[src/rtl/mult_seq_ctrl.sv]
// Sequential add-shift multiplier controller: drives the init/en strobes of a
// clear-with-init accumulator and produces a 2*WIDTH unsigned product over WIDTH RUN cycles.
module mult_seq_ctrl #(
    parameter int WIDTH = 8
) (
    input  logic               clk,
    input  logic               rst,
    input  logic               start,
    input  logic [WIDTH-1:0]   a,
    input  logic [WIDTH-1:0]   b,
    output logic               busy,
    output logic               done,
    output logic [2*WIDTH-1:0] product,
    output logic               acc_init,
    output logic               acc_en
);

    localparam int CW = (WIDTH > 1) ? $clog2(WIDTH) : 1;
    localparam logic [CW-1:0] CNT_LAST = CW'(WIDTH - 1);

    typedef enum logic [1:0] {
        S_IDLE,
        S_INIT,
        S_RUN,
        S_DONE
    } state_t;

    state_t             state_q, state_d;
    logic [WIDTH-1:0]   a_q, a_d;
    logic [WIDTH-1:0]   b_q, b_d;
    logic [2*WIDTH-1:0] acc_q, acc_d;
    logic [2*WIDTH-1:0] product_q, product_d;
    logic [CW-1:0]      cnt_q, cnt_d;
    logic [2*WIDTH-1:0] a_ext;
    logic [2*WIDTH-1:0] sum;

    always_ff @(posedge clk or posedge rst) begin
        if (rst) begin
            state_q   <= S_IDLE;
            a_q       <= '0;
            b_q       <= '0;
            acc_q     <= '0;
            product_q <= '0;
            cnt_q     <= '0;
        end else begin
            state_q   <= state_d;
            a_q       <= a_d;
            b_q       <= b_d;
            acc_q     <= acc_d;
            product_q <= product_d;
            cnt_q     <= cnt_d;
        end
    end

    // Strobes and status are pure decodes of registered state, never of start/a/b.
    assign busy     = (state_q == S_INIT) || (state_q == S_RUN);
    assign done     = (state_q == S_DONE);
    assign acc_init = (state_q == S_INIT);
    assign acc_en   = (state_q == S_RUN) && b_q[cnt_q];
    assign product  = product_q;

    assign a_ext = {{WIDTH{1'b0}}, a_q};
    assign sum   = acc_q + (acc_en ? (a_ext << cnt_q) : '0);

    always_comb begin
        state_d   = state_q;
        a_d       = a_q;
        b_d       = b_q;
        acc_d     = acc_q;
        product_d = product_q;
        cnt_d     = cnt_q;
        unique case (state_q)
            S_IDLE: begin
                if (start) begin
                    a_d     = a;
                    b_d     = b;
                    state_d = S_INIT;
                end
            end
            S_INIT: begin
                acc_d   = '0;
                cnt_d   = '0;
                state_d = S_RUN;
            end
            S_RUN: begin
                acc_d = sum;
                if (cnt_q == CNT_LAST) begin
                    product_d = sum;
                    state_d   = S_DONE;
                end else begin
                    cnt_d = cnt_q + 1'b1;
                end
            end
            S_DONE: begin
                state_d = S_IDLE;
            end
            default: begin
                state_d = S_IDLE;
            end
        endcase
    end

endmodule

[config.mk]
export PLATFORM = sky130hd
export DESIGN_NAME = mult_seq_ctrl
export DESIGN_NICKNAME = d
export VERILOG_FILES = /design/src/rtl/mult_seq_ctrl.sv
export SDC_FILE = /design/constraint.sdc
export NUM_CORES = 1
export LEC_CHECK = 0
export ABC_AREA = 1
export CAP_MARGIN = 5
export CORE_ASPECT_RATIO = 1.1
export CORE_UTILIZATION = 37
export DETAILED_ROUTE_END_ITERATION = 7
export SYNTH_ARGS = -nofsm -noshare
export SYNTH_HDL_FRONTEND = slang
export SYNTH_SLANG_ARGS = --single-unit
[constraint.sdc]
create_clock -name clk -period 4.1 [get_ports clk]
set_input_delay 1.23 -clock clk [delete_from_list [all_inputs] [get_ports clk]]
set_output_delay 1.23 -clock clk [all_outputs]
set_load 0.05 [all_outputs]
# After elaboration in Yosys (flattened, before gate mapping)
# Index checks and enable logic that the tools add are counted.
# word_totals
ff_bits	53
input_bits	19
word_cells	34
# op_classes
n_addsub	2
magnitude_cmp	1
eq_ne	7
n_shift	1
muxes	9
n_reduce_logical	8
# ops
op	count
one-hot mux 16 bit (2 select lines)	1
adder 16 bit	1
2-to-1 mux 16 bit	1
left shift 8 x 3 -> 16 bit	1
one-hot mux 2 bit (4 select lines)	1
AND reduction 2 bit	4
one-hot mux 3 bit (2 select lines)	1
== test 2 bit (second input constant)	2
< comparator 3 x 4 -> 1 bit (second input constant)	1
2-to-1 mux 2 bit	2
!= test 2 bit (second input constant)	2
adder 3 x 1 -> 3 bit (second input constant)	1
binary-select mux 1 bit (select 3 bit)	1
== test 3 bit (second input constant)	1
2-to-1 mux 3 bit	1
== test 2 x 1 -> 1 bit (second input constant)	1
zero test 2 bit	1
!= test 2 x 1 -> 1 bit (second input constant)	1
nonzero test 2 bit	1
logical AND 1 bit	1
logical OR 1 bit	1
2-to-1 mux 1 bit	1

# Logic depth before layout (Yosys ltp)
# Gate-level depths: netlist of the first run.
# logic_depth
word_depth	6
ltp_mapped	20

# Worst setup path before layout of the first run
# Ideal clock, no wire load.
# synth_timing
path_kind	reg-to-output
start	register cnt_q[0]
end	output port acc_en
arrival_ns	1.402
t_required_ns	2.870
path_slack_ns	1.468
path_stages_with_launch	9
path_buffers	2
cell_sequence	dfrtp_1 buf_4 o211ai_1 nand2_1 o21ai_2 inv_2 nand2_2 buf_6 inv_1
# synth_between
elab_chain_len	3
# synth_lines
item	line_no	source
from (decl)	33	logic [CW-1:0] cnt_q, cnt_d;
from (signal assigned)	51	cnt_q <= cnt_d;
binary-select mux 1 bit (select 3 bit)	59	assign acc_en = (state_q == S_RUN) && b_q[cnt_q];
2-to-1 mux 1 bit (implied by the code)	59	
logical AND 1 bit	59	
to (decl)	15	output logic acc_en
# Every way passes these cells. The select of a mux whose other input is x is not followed.

# Worst setup path in the final report of the first run
# layout_timing
start	register cnt_q[1]
end	output port acc_en
# Same word-level chain as after synthesis.

==> results.json, run 1 <==
{
  "outcome": "completed",
  "num_antenna_cells": 0,
  "synth_top_area_frac": 0.391,
  "synth_xor_area_frac": 0.0103,
  "yosysMostFrequentCell": "nand2_1",
  "drt-pass1-iter-count": 4,
  "std_cell_rows": 36,
  "grt_max_degree": 28,
  "slew_headroom": 0.469,
  "post-route-period-util": 0.926,
  "synthAdderAreaFrac": 0.0870,
  "cts.path.max_buffers": 2,
  "drt_iter0_drc": 119,
  "synth_edf_count": 0,
  "root_buffer": "clkbuf_8",
  "fillers": 916,
  "cts.clk_slew.worst_paths_ns": 0.10,
  "grt-ovfl-total": 0,
  "grt_setup_unrepaired": "false",
  "layout-drive-gt1-share": 0.0586,
  "synth_compound_area_frac": 0.0841,
  "synthCells": 477,
  "hpwl_um": 5780,
  "viasPerCell": 4.68,
  "tns_ns": 0,
  "yosys_warnings": 0,
  "vias": 2927,
  "synth_common_cells": "nand2_1, inv_1, dfrtp_1",
  "final_core_util": 0.449,
  "max-cap-violations": 0,
  "slowest_stage": "clkdlybuf4s50_1",
  "die_y_um": 102,
  "synth_top_family_by_area": "simple AND/OR/NAND/NOR gates",
  "grt_pass1_wl_um": 12900,
  "p_leak_nw": 2.13,
  "synth_area_mm2": 0.00339,
  "wl_um": 7500,
  "multiInputGateArea_mm2": 0.00178,
  "peakVddDrop_v": 0.000290,
  "ys_ff_latch": 53,
  "cp_max_fo": 15,
  "slew_viol_final": 0,
  "synth_fp_nets": 519,
  "area_delta_synth_final_pct": 17.4,
  "ys_top_cells_by_area": "dfrtp_1, nand2_1, ha_1, inv_1, o21ai_0",
  "insertion_delay_ns": 0.30,
  "synthArstFlopShare": 1.00,
  "dpl.cell_count": 618,
  "cpLargestDelayFamily": "buffers and inverters",
  "postCtsResizedCells": 0,
  "dieWidth_um": 93.3,
  "synthSimpleGateAreaFrac": 0.313,
  "path_cells": "inv_2 > o211ai_1 > nand2_1 > o21ai_2 > inv_2 > nand2_2 > inv_1 > clkdlybuf4s50_1",
  "cts_tree": "done",
  "arrival_ns": 2.57,
  "coreArea_mm2": 0.00887,
  "worstPathRequired_ns": 2.87,
  "seq_area_frac_synth": 0.391,
  "critPathMaxStageDelay_ns": 0.70,
  "path_buf_inv": 4,
  "dieArea_mm2": 0.00956,
  "layout.cells.non_filler": 626,
  "grt_pass1_vias": 2799,
  "post-route-worst-setup-slack_ns": 0.305,
  "p_per_area_mw_per_mm2": 510,
  "nNetsFinal": 553,
  "clock.fmax_mhz": 263,
  "cts_setup_buffers": 0,
  "grt_usage": 0.173,
  "io_buffers": 38,
  "antenna_found_initial": 0,
  "htreeDepth": 2,
  "muxShareOfSynthArea": 0.0295,
  "postCtsHoldBufs": 0,
  "num_io_pins": 39,
  "min_path_type": "flop to flop",
  "fin_crit_ns": 3.80,
  "synth_ff_type": "dfrtp_1",
  "finClkSkew_ns": 0.00826,
  "end_kind": "primary output",
  "place_ws_ns": 0.473,
  "tightest_slew_ns": 0.795,
  "register_area_mm2": 0.00133,
  "postSynthAreaPerCell_um2": 7.11,
  "drc": 0,
  "cts.sinks": 53,
  "cts_buffers": 5,
  "crit_top_cell": "inv_2",
  "hold_violations": 0,
  "setup.worst_path.start_class": "flop",
  "start_util": 0.382,
  "place_congestion": 0.907,
  "wl_per_cell_um": 12.0,
  "ys_types": 29,
  "synth_top_cell_by_area": "dfrtp_1",
  "final-setup-viol-count": 0,
  "path_class": "flop to primary output",
  "ant_nets": 0
}
[final timing paths]
path,from,to,slack [ns],depth (start not counted)
max reg2reg,cnt_q[1],acc_q[6],1.02,16
max,cnt_q[1],acc_en,0.30,8
min reg2reg,product[6],product[6],0.49,2
max in group asynchronous,rst,cnt_q[0],2.03,3
min in group asynchronous,rst,a_q[4],1.30,2
min,product[6],product[6],0.49,2
[where the power goes]
part           internal (W)  switching (W)
Sequential         0.000637      0.0000922
Combinational      0.000322       0.000608
Clock              0.000199       0.000176
Total               0.00116       0.000876
[worst register-to-register path: cells and delay by family, from the launching register on]
kind	cells	cell delay (ns)
and+or+nand+nor	10	1.13
buffers and inverters	2	0.23
adders and majority gates	2	0.62
AOI/OAI and AO/OA	2	0.38
DFF	1	0.62
[flip-flops by register name (all words and copies together) (netlist names)]
name     cells
acc_q       16
product     16
cnt_q        3
b_q          8
a_q          8
state_q      2
[cell type report]
type                       count  area share
clock inverter                 2     0.00942
sequential                    53       0.333
clock buffer                   6      0.0207
multi-input combinational    352       0.446
tap                          114      0.0358
inverter                      59      0.0556
timing repair buffer          40      0.0992
[placed cells by master (no fill, tap or decap), types with 6 or more instances in the layout]
cell type / n
nand2_1: 172
inv_1: 55
dfrtp_1: 52
nor2_1: 41
clkdlybuf4s50_1: 38
o21ai_0: 33
nand3_1: 31
ha_1: 22
a21oi_1: 17
mux2_2: 8
or2_2: 6
clkbuf_8: 6
[per-layer routing]
metal	global-route usage	vias up	part of all wire
li1	-	1568	-
met1	0.212	1315	0.46
met2	0.313	40	0.50
met3	0.0298	4	0.025
met4	0.0509	0	0.011
met5	0	-	0
[metrics by stage]
| stage | cell area, µm² | hold slack, ns | power, W |
|---|---|---|---|
| final | 3980 | 0.487 | 0.00203 |
| after global routing | 3980 | 0.522 | 0.00220 |
| after CTS | 3980 | 0.492 | 0.00206 |
| after detailed placement | 3860 | 0.465 | 0.00168 |
| after global placement | 3860 | 0.462 | 0.00165 |
| after floorplan | 3390 | 0.456 | 0.00144 |
[kinds of logic after synthesis]
family | after synthesis
AND/OR/NAND/NOR | 261
buffers and inverters | 72
AO/OA/AOI/OAI | 55
flip-flops | 53
adder cells (fa/ha/maj) | 23
multiplexers | 9
XOR/XNOR | 4
Note: power is estimated with default switching activity, not from simulation.
==> run 2: changes to the inputs <==
--- a/config.mk
+++ b/config.mk
@@ -10,6 +10,7 @@
 export CORE_ASPECT_RATIO = 1.1
 export CORE_UTILIZATION = 37
 export DETAILED_ROUTE_END_ITERATION = 7
+export SLEW_MARGIN = 0
 export SYNTH_ARGS = -nofsm -noshare
 export SYNTH_HDL_FRONTEND = slang
 export SYNTH_SLANG_ARGS = --single-unit
==> results of run 2 <==
The final DEF is identical to that of run 1; final timing and power are the same.
==> run 3: changes to the inputs <==
==> constraint.sdc (replaced) <==
create_clock -name clk -period 3.1 [get_ports clk]
set_input_delay 0.93 -clock clk [delete_from_list [all_inputs] [get_ports clk]]
set_output_delay 0.93 -clock clk [all_outputs]
set_load 0.05 [all_outputs]
==> results.json, run 3 (same netlist as run 1, synthesis figures left out) <==
{
  "hpwl_um": 5880,
  "slew_viol_final": 0,
  "final_cell_mix": "nand2_1, inv_1, dfrtp_1",
  "hold_violations": 0,
  "path_class": "flop to primary output",
  "tns_ns": 0,
  "cp_max_fo": 4,
  "final-setup-viol-count": 0,
  "setup.worst_path.start_class": "flop",
  "end_kind": "primary output",
  "clock.fmax_mhz": 345,
  "wl_um": 7720,
  "ant_nets": 0,
  "worstPathRequired_ns": 2.17,
  "cts_buffers": 5,
  "slowest_stage": "clkdlybuf4s50_1",
  "coreArea_mm2": 0.00887,
  "cts.path.max_buffers": 2,
  "min_path_type": "flop to flop",
  "path_cells": "inv_1 > ha_1 > clkdlybuf4s50_1",
  "fin_crit_ns": 2.89,
  "p_per_area_mw_per_mm2": 678,
  "std_cell_rows": 36,
  "grt_pass1_vias": 2988,
  "path_buf_inv": 2,
  "htreeDepth": 2,
  "fillers": 903,
  "drc": 0,
  "root_buffer": "clkbuf_8",
  "multiInputGateArea_mm2": 0.00178,
  "postCtsResizedCells": 0,
  "critPathMaxStageDelay_ns": 0.82,
  "antenna_found_initial": 0,
  "final_area_mm2": 0.00402,
  "viasPerCell": 4.77,
  "dieWidth_um": 93.3,
  "die_y_um": 102,
  "final_common_cell": "nand2_1",
  "cts_tree": "done",
  "finClkSkew_ns": 0.0120,
  "place_area_mm2": 0.00390,
  "cpLargestDelayFamily": "buffers and inverters",
  "io_buffers": 38,
  "tightest_slew_ns": 0.599,
  "wl_per_cell_um": 12.3,
  "postCtsHoldBufs": 0,
  "cts_setup_buffers": 0,
  "post-route-period-util": 0.934,
  "max-cap-violations": 0,
  "slew_headroom": 0.599,
  "p_leak_nw": 2.16,
  "num_antenna_cells": 0,
  "grt_max_degree": 32,
  "vias": 3002,
  "register_area_mm2": 0.00133,
  "grt_usage": 0.182,
  "p_total_w": 0.00273,
  "peakVddDrop_v": 0.000293,
  "dieArea_mm2": 0.00956,
  "outcome": "completed",
  "drt-pass1-iter-count": 4,
  "insertion_delay_ns": 0.32,
  "grt_pass1_wl_um": 13600,
  "grt_setup_unrepaired": "false",
  "arrival_ns": 1.96,
  "num_io_pins": 39,
  "timing.hold.ws_ns": 0.490,
  "cts.sinks": 53,
  "cts.clk_slew.worst_paths_ns": 0.10,
  "layout-drive-gt1-share": 0.0640,
  "drt_iter0_drc": 90,
  "start_util": 0.382,
  "place_congestion": 0.854,
  "nNetsFinal": 557,
  "area_delta_synth_final_pct": 18.4,
  "grt-ovfl-total": 0
}
[run 3: cell types whose count changed in the layout (fill, tap and decap cells not counted), sizes merged]
cell,change
clkinvlp,-1
clkbuf,+1
clkdlybuf4s50,-1
buf,+5
[run 3: area by class of cell]
class / count / share of cell area
multi-input combinational: 352 / 0.442
sequential: 53 / 0.330
timing repair buffer: 44 / 0.108
inverter: 59 / 0.0551
tap: 114 / 0.0355
clock buffer: 7 / 0.0215
clock inverter: 1 / 0.00747
[run 3: final timing paths]
path / from / endpoint / slack (ns) / cells past startpoint
max: state_q[1] / busy / 0.21 / 3
min in group asynchronous: rst / acc_q[14] / 0.96 / 2
max reg2reg: cnt_q[0] / product[12] / 0.31 / 12
min: product[5] / product[5] / 0.49 / 2
min reg2reg: product[5] / product[5] / 0.49 / 2
max in group asynchronous: rst / product[2] / 1.59 / 3
[run 3: per-stage QoR]
| step | worst slack [ns] | cells | util |
|---|---|---|---|
| 5_1_grt | 0.0192 | 630 | 0.453 |
| 3_3_place_gp | 0.402 | 622 | 0.440 |
| 3_5_place_dp | 0.329 | 622 | 0.440 |
| 2_1_floorplan | 0.499 | 477 | - |
| 6_report | 0.205 | 630 | 0.453 |
| 4_1_cts | 0.184 | 630 | 0.453 |
[run 3: routing by layer]
layer | wire length, µm | up-vias | GRT usage
li1 | - | 1571 | -
met1 | 3500 | 1384 | 0.223
met2 | 3930 | 42 | 0.332
met3 | 213 | 5 | 0.0305
met4 | 76 | 0 | 0.0473
met5 | 0 | - | 0
[run 3: where the power goes]
| group | total, W | internal (W) | switching, W |
|---|---|---|---|
| registers | 0.000939 | 0.000842 | 0.0000963 |
| clock network | 0.000503 | 0.000264 | 0.000239 |
| logic | 0.00128 | 0.000449 | 0.000836 |
[run 3: tightest hold or removal path, delay by kind of cell (launching register included)]
kind | cells | cell delay, ns
flops | 1 | 0.36
simple gates | 2 | 0.10
